$ cat src/rtl/pio_arb_pkg.sv
// pio_arb_pkg: shared opcodes, grant ids and FSM encoding for pio_arbiter
package pio_arb_pkg;
    localparam logic [1:0] OP_READ   = 2'b00;
    localparam logic [1:0] OP_WRITE  = 2'b01;
    localparam logic [1:0] OP_MWRITE = 2'b10;
    localparam logic REQ_A = 1'b0;
    localparam logic REQ_B = 1'b1;
    typedef enum logic [2:0] {S_IDLE, S_RD, S_CAP, S_WR, S_ACK} state_t;
endpackage

$ cat src/rtl/rr_arb2.sv
// rr_arb2: combinational two-way round-robin picker
module rr_arb2
    import pio_arb_pkg::*;
(
    input  logic [1:0] req_i,
    input  logic       last_grant_i,
    output logic       grant_valid_o,
    output logic       grant_id_o
);
    assign grant_valid_o = |req_i;
    assign grant_id_o    = &req_i ? (last_grant_i == REQ_A ? REQ_B : REQ_A)
                                  : (req_i[REQ_B] ? REQ_B : REQ_A);
endmodule

$ cat src/rtl/pio_arbiter.sv
// pio_arbiter: shares one pio_port between two requesters with read, write and read-modify-write
module pio_arbiter
    import pio_arb_pkg::*;
#(
    parameter int DATA_W = 8
) (
    input  logic              clk,
    input  logic              rst,
    input  logic              req_a,
    input  logic [1:0]        op_a,
    input  logic              rs_a,
    input  logic [DATA_W-1:0] wdata_a,
    input  logic [DATA_W-1:0] mask_a,
    output logic              ack_a,
    output logic [DATA_W-1:0] rdata_a,
    input  logic              req_b,
    input  logic [1:0]        op_b,
    input  logic              rs_b,
    input  logic [DATA_W-1:0] wdata_b,
    input  logic [DATA_W-1:0] mask_b,
    output logic              ack_b,
    output logic [DATA_W-1:0] rdata_b,
    output logic              pio_en,
    output logic              pio_rden,
    output logic              pio_wren,
    output logic              pio_rs,
    output logic [DATA_W-1:0] pio_wdata,
    input  logic [DATA_W-1:0] pio_rdata,
    output logic              busy
);
    state_t            state_q, state_d;
    logic [1:0]        op_q, win_op;
    logic              rs_q, id_q, last_q, gnt_valid, gnt_id;
    logic [DATA_W-1:0] wdata_q, mask_q, hold_q, rdata_a_q, rdata_b_q;

    rr_arb2 u_rr_arb2 (
        .req_i        ({req_b, req_a}),
        .last_grant_i (last_q),
        .grant_valid_o(gnt_valid),
        .grant_id_o   (gnt_id)
    );

    assign win_op = gnt_id == REQ_B ? op_b : op_a;

    always_ff @(posedge clk) begin
        if (rst) begin
            state_q   <= S_IDLE;
            last_q    <= REQ_B;
            op_q      <= OP_READ;
            rs_q      <= 1'b0;
            id_q      <= REQ_A;
            wdata_q   <= '0;
            mask_q    <= '0;
            hold_q    <= '0;
            rdata_a_q <= '0;
            rdata_b_q <= '0;
        end else begin
            state_q <= state_d;
            if (state_q == S_IDLE && gnt_valid) begin
                op_q    <= win_op;
                rs_q    <= gnt_id == REQ_B ? rs_b : rs_a;
                wdata_q <= gnt_id == REQ_B ? wdata_b : wdata_a;
                mask_q  <= gnt_id == REQ_B ? mask_b : mask_a;
                id_q    <= gnt_id;
                last_q  <= gnt_id;
            end
            if (state_q == S_CAP) hold_q <= pio_rdata;
            if (ack_a) rdata_a_q <= rdata_a;
            if (ack_b) rdata_b_q <= rdata_b;
        end
    end

    always_comb begin
        state_d = S_IDLE;
        case (state_q)
            S_IDLE:  state_d = !gnt_valid ? S_IDLE : win_op == OP_WRITE ? S_WR : S_RD;
            S_RD:    state_d = S_CAP;
            S_CAP:   state_d = op_q == OP_MWRITE ? S_WR : S_ACK;
            S_WR:    state_d = S_ACK;
            default: state_d = S_IDLE;
        endcase
    end

    // rdata is presented combinationally during the ack cycle, then held in the _q copy
    always_comb begin
        pio_en    = state_q inside {S_RD, S_CAP, S_WR};
        pio_rden  = state_q inside {S_RD, S_CAP};
        pio_wren  = state_q == S_WR;
        pio_rs    = pio_en & rs_q;
        pio_wdata = !pio_wren ? '0
                  : op_q == OP_MWRITE ? (hold_q & ~mask_q) | (wdata_q & mask_q) : wdata_q;
        ack_a     = state_q == S_ACK && id_q == REQ_A;
        ack_b     = state_q == S_ACK && id_q == REQ_B;
        rdata_a   = ack_a && op_q != OP_WRITE ? hold_q : rdata_a_q;
        rdata_b   = ack_b && op_q != OP_WRITE ? hold_q : rdata_b_q;
        busy      = state_q != S_IDLE;
    end
endmodule

$ cat config.mk
export PLATFORM = sky130hd
export DESIGN_NAME = pio_arbiter
export DESIGN_NICKNAME = d
export VERILOG_FILES = /design/src/rtl/pio_arb_pkg.sv /design/src/rtl/rr_arb2.sv /design/src/rtl/pio_arbiter.sv
export SDC_FILE = /design/constraint.sdc
export NUM_CORES = 1
export LEC_CHECK = 0
export ABC_CLOCK_PERIOD_IN_PS = 4200
export BUFFER_PORTS_ARGS = -buffer_cell sky130_fd_sc_hd__buf_4
export CORE_MARGIN = 4
export CORE_UTILIZATION = 56
export CTS_BUF_LIST = sky130_fd_sc_hd__clkbuf_4 sky130_fd_sc_hd__clkbuf_8
export DETAILED_ROUTE_END_ITERATION = 7
export PLACE_DENSITY = 0.87
export SLEW_MARGIN = 20
export SYNTH_ARGS = -nofsm -noshare
export SYNTH_HDL_FRONTEND = slang
export SYNTH_SLANG_ARGS = --single-unit
$ cat constraint.sdc
create_clock -name clk -period 4.2 [get_ports clk]
set_input_delay 0.84 -clock clk [delete_from_list [all_inputs] [get_ports clk]]
set_output_delay 0.84 -clock clk [all_outputs]
set_load 0.1 [all_outputs]
Yosys cells after proc, flatten, opt, wreduce, memory -nomap -nowiden. Cells that the tools add are included.

Register bits: 48. Input bits: 50. Output and inout bits: 31.

Mux-type cells: 15. Reductions and logical operators: 11. Bitwise operators: 6. Equality and inequality tests: 7.

Operators with widths (count): $mux W8 (6); $and A8 B8 Y8 (2); $pmux W3 S4 (1); $not A8 Y8 (1); $or A8 B8 Y8 (1); $eq A3 B2 Y1 const B (2); $mux W2 (3); $reduce_bool A3 Y1 (2); $logic_and A1 B1 Y1 (5); $mux W1 (4); $eq A3 B1 Y1 const B (1); $eq A3 B3 Y1 const B (1); $logic_not A3 Y1 (1); $mux W3 (1); $eq A2 B1 Y1 const B (1); $eq A2 B2 Y1 const B (1); $ne A2 B1 Y1 const B (1); $reduce_and A2 Y1 (1); $reduce_bool A2 Y1 (1); $reduce_or A2 Y1 (1); $and A1 B1 Y1 (1); $not A1 Y1 (1).

Logic depth before layout (Yosys ltp).
Word-level depth: 7. Gate-level depth with buffers: 6.

Modules after synthesis. Synthesis repeated with hierarchy kept, for this count alone.

Cell total of the unflattened synthesis: 255. Area, all modules: 2526.2 um^2.

By module, submodules not included: pio_arbiter (instances 1, area an instance 2512.4 um^2, cells each 253); rr_arb2 (instances 1, area an instance 13.8 um^2, cells each 2).

Least setup slack after synthesis. OpenSTA, ideal clock, no wires.

Kind: register to output. Start point: register state_q[2]. End point: output port pio_rs. Arrival time: 2642 ps. Stages on the path, launching flop included: 3. Path slack: 718 ps. Buffers on the path: 1. Cell sequence: dfxtp_1 clkbuf_1 nor3_1.

Longest elaborated chain between the ends: 3. Elaborated cells on any way between the ends: 5. Those cells by class: eq/ne (3); bitwise (1); reduce/logical (1).

Ends and longest elaborated chain: start, declared (RTL line pio_arbiter.sv:31) `state_t state_q, state_d;`; start signal, assigned (RTL line pio_arbiter.sv:58) `state_q <= state_d;`; $eq A3 B1 Y1 or $eq A3 B2 Y1 (tied branches) (RTL line pio_arbiter.sv:86) `pio_en = state_q inside {S_RD, S_CAP, S_WR};`; $reduce_bool A3 Y1 (*) (RTL line pio_arbiter.sv:86); $and A1 B1 Y1 (*) (RTL line pio_arbiter.sv:89) `pio_rs = pio_en & rs_q;`; end, declared (RTL line pio_arbiter.sv:26) `output logic pio_rs,`.

Mark *: on every way between the ends. The rest lies on a longest branch, timed or not.

Worst setup path after layout.
Start point: register state_q[2]. End point: output port rdata_a[0].

Longest elaborated chain between the ends: 4.

Ends and longest elaborated chain: $eq A3 B3 Y1 (RTL line pio_arbiter.sv:92) `ack_a = state_q == S_ACK && id_q == REQ_A;`; $logic_and A1 B1 Y1 (RTL line pio_arbiter.sv:92); $logic_and A1 B1 Y1 (RTL line pio_arbiter.sv:94) `rdata_a = ack_a && op_q != OP_WRITE ? hold_q : rdata_a_q;`; $mux W8 (RTL line pio_arbiter.sv:94); end, declared (RTL line pio_arbiter.sv:15) `output logic [DATA_W-1:0] rdata_a,`.

No other way between the ends.

==> results_dict.tcl <==
set metrics [dict create \
    core_area_sq_um 4120 \
    dieWidth_microns 74.2 \
    max_stage_delay_ns 0.73 \
    tns_ns 0 \
    grt_pass1_wl_microns 10300 \
    grt_max_degree 58 \
    maxCapViolCount 0 \
    path_cells "or4b_1 -> clkinv_8 -> nand3_2 -> nand2_1 -> buf_4" \
    p_leak_nw 1.34 \
    cp_num_cells 5 \
    worstHoldPathCells 2 \
    gr-total-overflow 0 \
    routedWlPerCell_microns 16.1 \
    yosysWarningCount 0 \
    critPathLaunch "state_q[2]" \
    critPathArrivalTime_ns 2.31 \
    vias_per_cell 5.98 \
    endpoint_kind "output pin" \
    met1_usage_pct 31.7 \
    cts.clk_slew.worst_paths_ns 0.08 \
    period_share_pct 75.1 \
    ir_drop_mv 0.283 \
    fp.dieArea_sq_um 5510 \
    finalPower_mw 1.32 \
    rsz0062_at_grt "no" \
    htree_num_levels 2 \
    ant_nets 0 \
    cts_buffer_depth 2 \
    die_y_microns 74.2 \
    root_buffer "clkbuf_8" \
    cts_sinks 48 \
    firstDrtPassIters 5 \
    critPathCapture "rdata_a[0]" \
    synth_cell_type_count 35 \
    powerDensity_nw_per_um2 422 \
    ys_ff_latch 48 \
    cts_buffers 5 \
    seq_area_frac_synth_pct 39.1 \
    max_freq_mhz 317 \
    r2r-start "state_q[2]" \
    num_io_pins 81 \
    placed_area_sq_um 3030 \
    startpoint_type "flip-flop" \
    synthTopCellsByCount "dfxtp_1, inv_1, o32ai_1" \
    synth.most_common_cell "dfxtp_1" \
    fill_cells 312 \
    busiest_layer "met2" \
    multiInputGateArea_sq_um 1280 \
    seq_area_sq_um 961 \
    slew_headroom_pct 52.1 \
    r2r-end "rdata_a_q[5]" \
    fin_area_sq_um 3120 \
    syn_inst 270 \
    dp.cells 380 \
    syn-cell-area_sq_um 2450 \
    nets 387 \
    synth_edf_count 0 \
    postCtsHoldBufs 0 \
    grt_use_met3_pct 5.41 \
    worstMarginPinSlew_ns 0.715 \
    worst-path-buf-inv 2 \
    gp_congestion 0.867 \
    n_antenna_cell 0 \
    critPathKind "flip-flop to output pin" \
    r2r_slack_ns 2.32 \
    finClkSkew_ns 0.00627 \
    drive_gt1_share_pct 33.1 \
    clkLatencyLatePin_ns 0.30 \
    cts_tree "built" \
    vias 2319 \
    synth_area_leaders "dfxtp_1, mux2i_1, o32ai_1" \
    async_reset_ff_share_pct 0 \
    drc 0 \
    grt_pass1_vias 2204 \
    cts_setup_buffers 0 \
    synth_top_area_share_pct 39.1 \
    antenna_found_initial 0 \
    cts_resized 0 \
    post-dp-hpwl_microns 4510 \
    cp_top_family "simple AND/OR/NAND/NOR gates" \
    avgSynthCellArea_sq_um 9.09 \
    hp-class "flip-flop to flip-flop" \
    setup_viol 0 \
    path_max_fanout 13 \
    final_hold_viol_count 0 \
    postLayoutCoreUtil_pct 75.9 \
    drt_iter0_drc 92 \
    syn_nets 320 \
    drv_slew 0 \
    grt_usage_pct 24.0 \
    met2_usage_pct 38.0 \
    initial_core_util_pct 59.7 \
    num_rows 23 \
    status "complete, no violations" \
    r2r_cells 4 \
    cp.required_ns 3.36 \
    final_cells 388 \
    port_buffers 80 \
    wirelength_microns 6250 \
    ys_dominant_reg_cell "dfxtp_1" \
    slowest_stage "or4b_1" \
    synth_largest_area_cell "dfxtp_1" \
    fin_crit_ns 3.15 \
    area_delta_synth_final_pct 27.3 \
]
[worst min-delay path by stage]
stage / start / endpoint
after floorplan: wdata_q[0] / wdata_q[0]
after global placement: wdata_q[5] / wdata_q[5]
after detailed placement: wdata_q[6] / wdata_q[6]
after CTS: wdata_q[6] / wdata_q[6]
after global routing: wdata_q[7] / wdata_q[7]
final: wdata_q[4] / wdata_q[4]
[power by group]
group | internal (mW) | switching [mW]
sequential | 0.513 | 0.0559
clock | 0.147 | 0.145
combinational | 0.151 | 0.306
total | 0.811 | 0.507
[tightest hold or removal path, stage by stage (launching register included)]
cell,delay [ns]
dfxtp_1,0.31
inv_1,0.05
a221oi_1,0.06
[metal layers]
metal  wire (microns)  part of all wire [%]
met1             2610                    42
met2             3000                    48
met3              490                   7.8
met4              154                   2.5
met5                0                     0
[layout by cell type (no fill, tap or decap), drive strengths merged]
| master | Yosys | final |
|---|---|---|
| nor2b | 5 | 5 |
| dfxtp | 48 | 48 |
| clkbuf | 16 | 8 |
| a221oi | 19 | 19 |
| inv | 21 | 21 |
| mux2i | 18 | 18 |
| nand2b | 19 | 19 |
| or4b | 2 | 2 |
| xnor2 | 1 | 1 |
| nand3 | 16 | 16 |
| o21ai | 18 | 18 |
| nor3b | 2 | 2 |
| nor3 | 2 | 2 |
| mux2 | 8 | 8 |
| nand3b | 1 | 1 |
| a211oi | 1 | 1 |
| clkinv | 2 | 2 |
| nor2 | 12 | 12 |
| nand2 | 10 | 10 |
| nor4b | 1 | 1 |
| a21oi | 17 | 17 |
| and3 | 1 | 1 |
| a21bo | 1 | 1 |
| nand4 | 1 | 1 |
| a221o | 1 | 1 |
| o32ai | 20 | 20 |
| buf | 7 | 83 |
[sequential cells by signal, indices dropped and copies added (netlist names)]
register,cells
hold_q,8
mask_q,8
rdata_a_q,8
rdata_b_q,8
wdata_q,8
state_q,3
op_q,2
id_q,1
last_q,1
rs_q,1
[cell type report]
| type | instances | share of cell area (%) |
|---|---|---|
| Timing Repair Buffer | 83 | 19.9 |
| Clock buffer | 8 | 3.12 |
| Sequential cell | 48 | 30.8 |
| Multi-Input combinational cell | 176 | 41.0 |
| Tap cell | 50 | 2.00 |
| Inverter | 23 | 3.16 |
[cells by family (layout without fill, tap and decap cells)]
kind of cell | after synthesis | after routing | share of synthesized area (%)
compound gates | 77 | 77 | 22.2
xor+xnor | 1 | 1 | 0.357
buf+inv | 46 | 114 | 8.77
flops | 48 | 48 | 39.1
mux | 26 | 26 | 11.0
simple gates | 72 | 72 | 18.6
[through the flow]
step | setup WS (ns) | hold WS (ns)
after global placement | 1.45 | 0.454
after floorplan | 0.718 | 0.444
after detailed placement | 1.40 | 0.458
after global routing | 0.927 | 0.492
after CTS | 1.05 | 0.470
final | 1.05 | 0.471
Power figures use the tool's default switching activity.
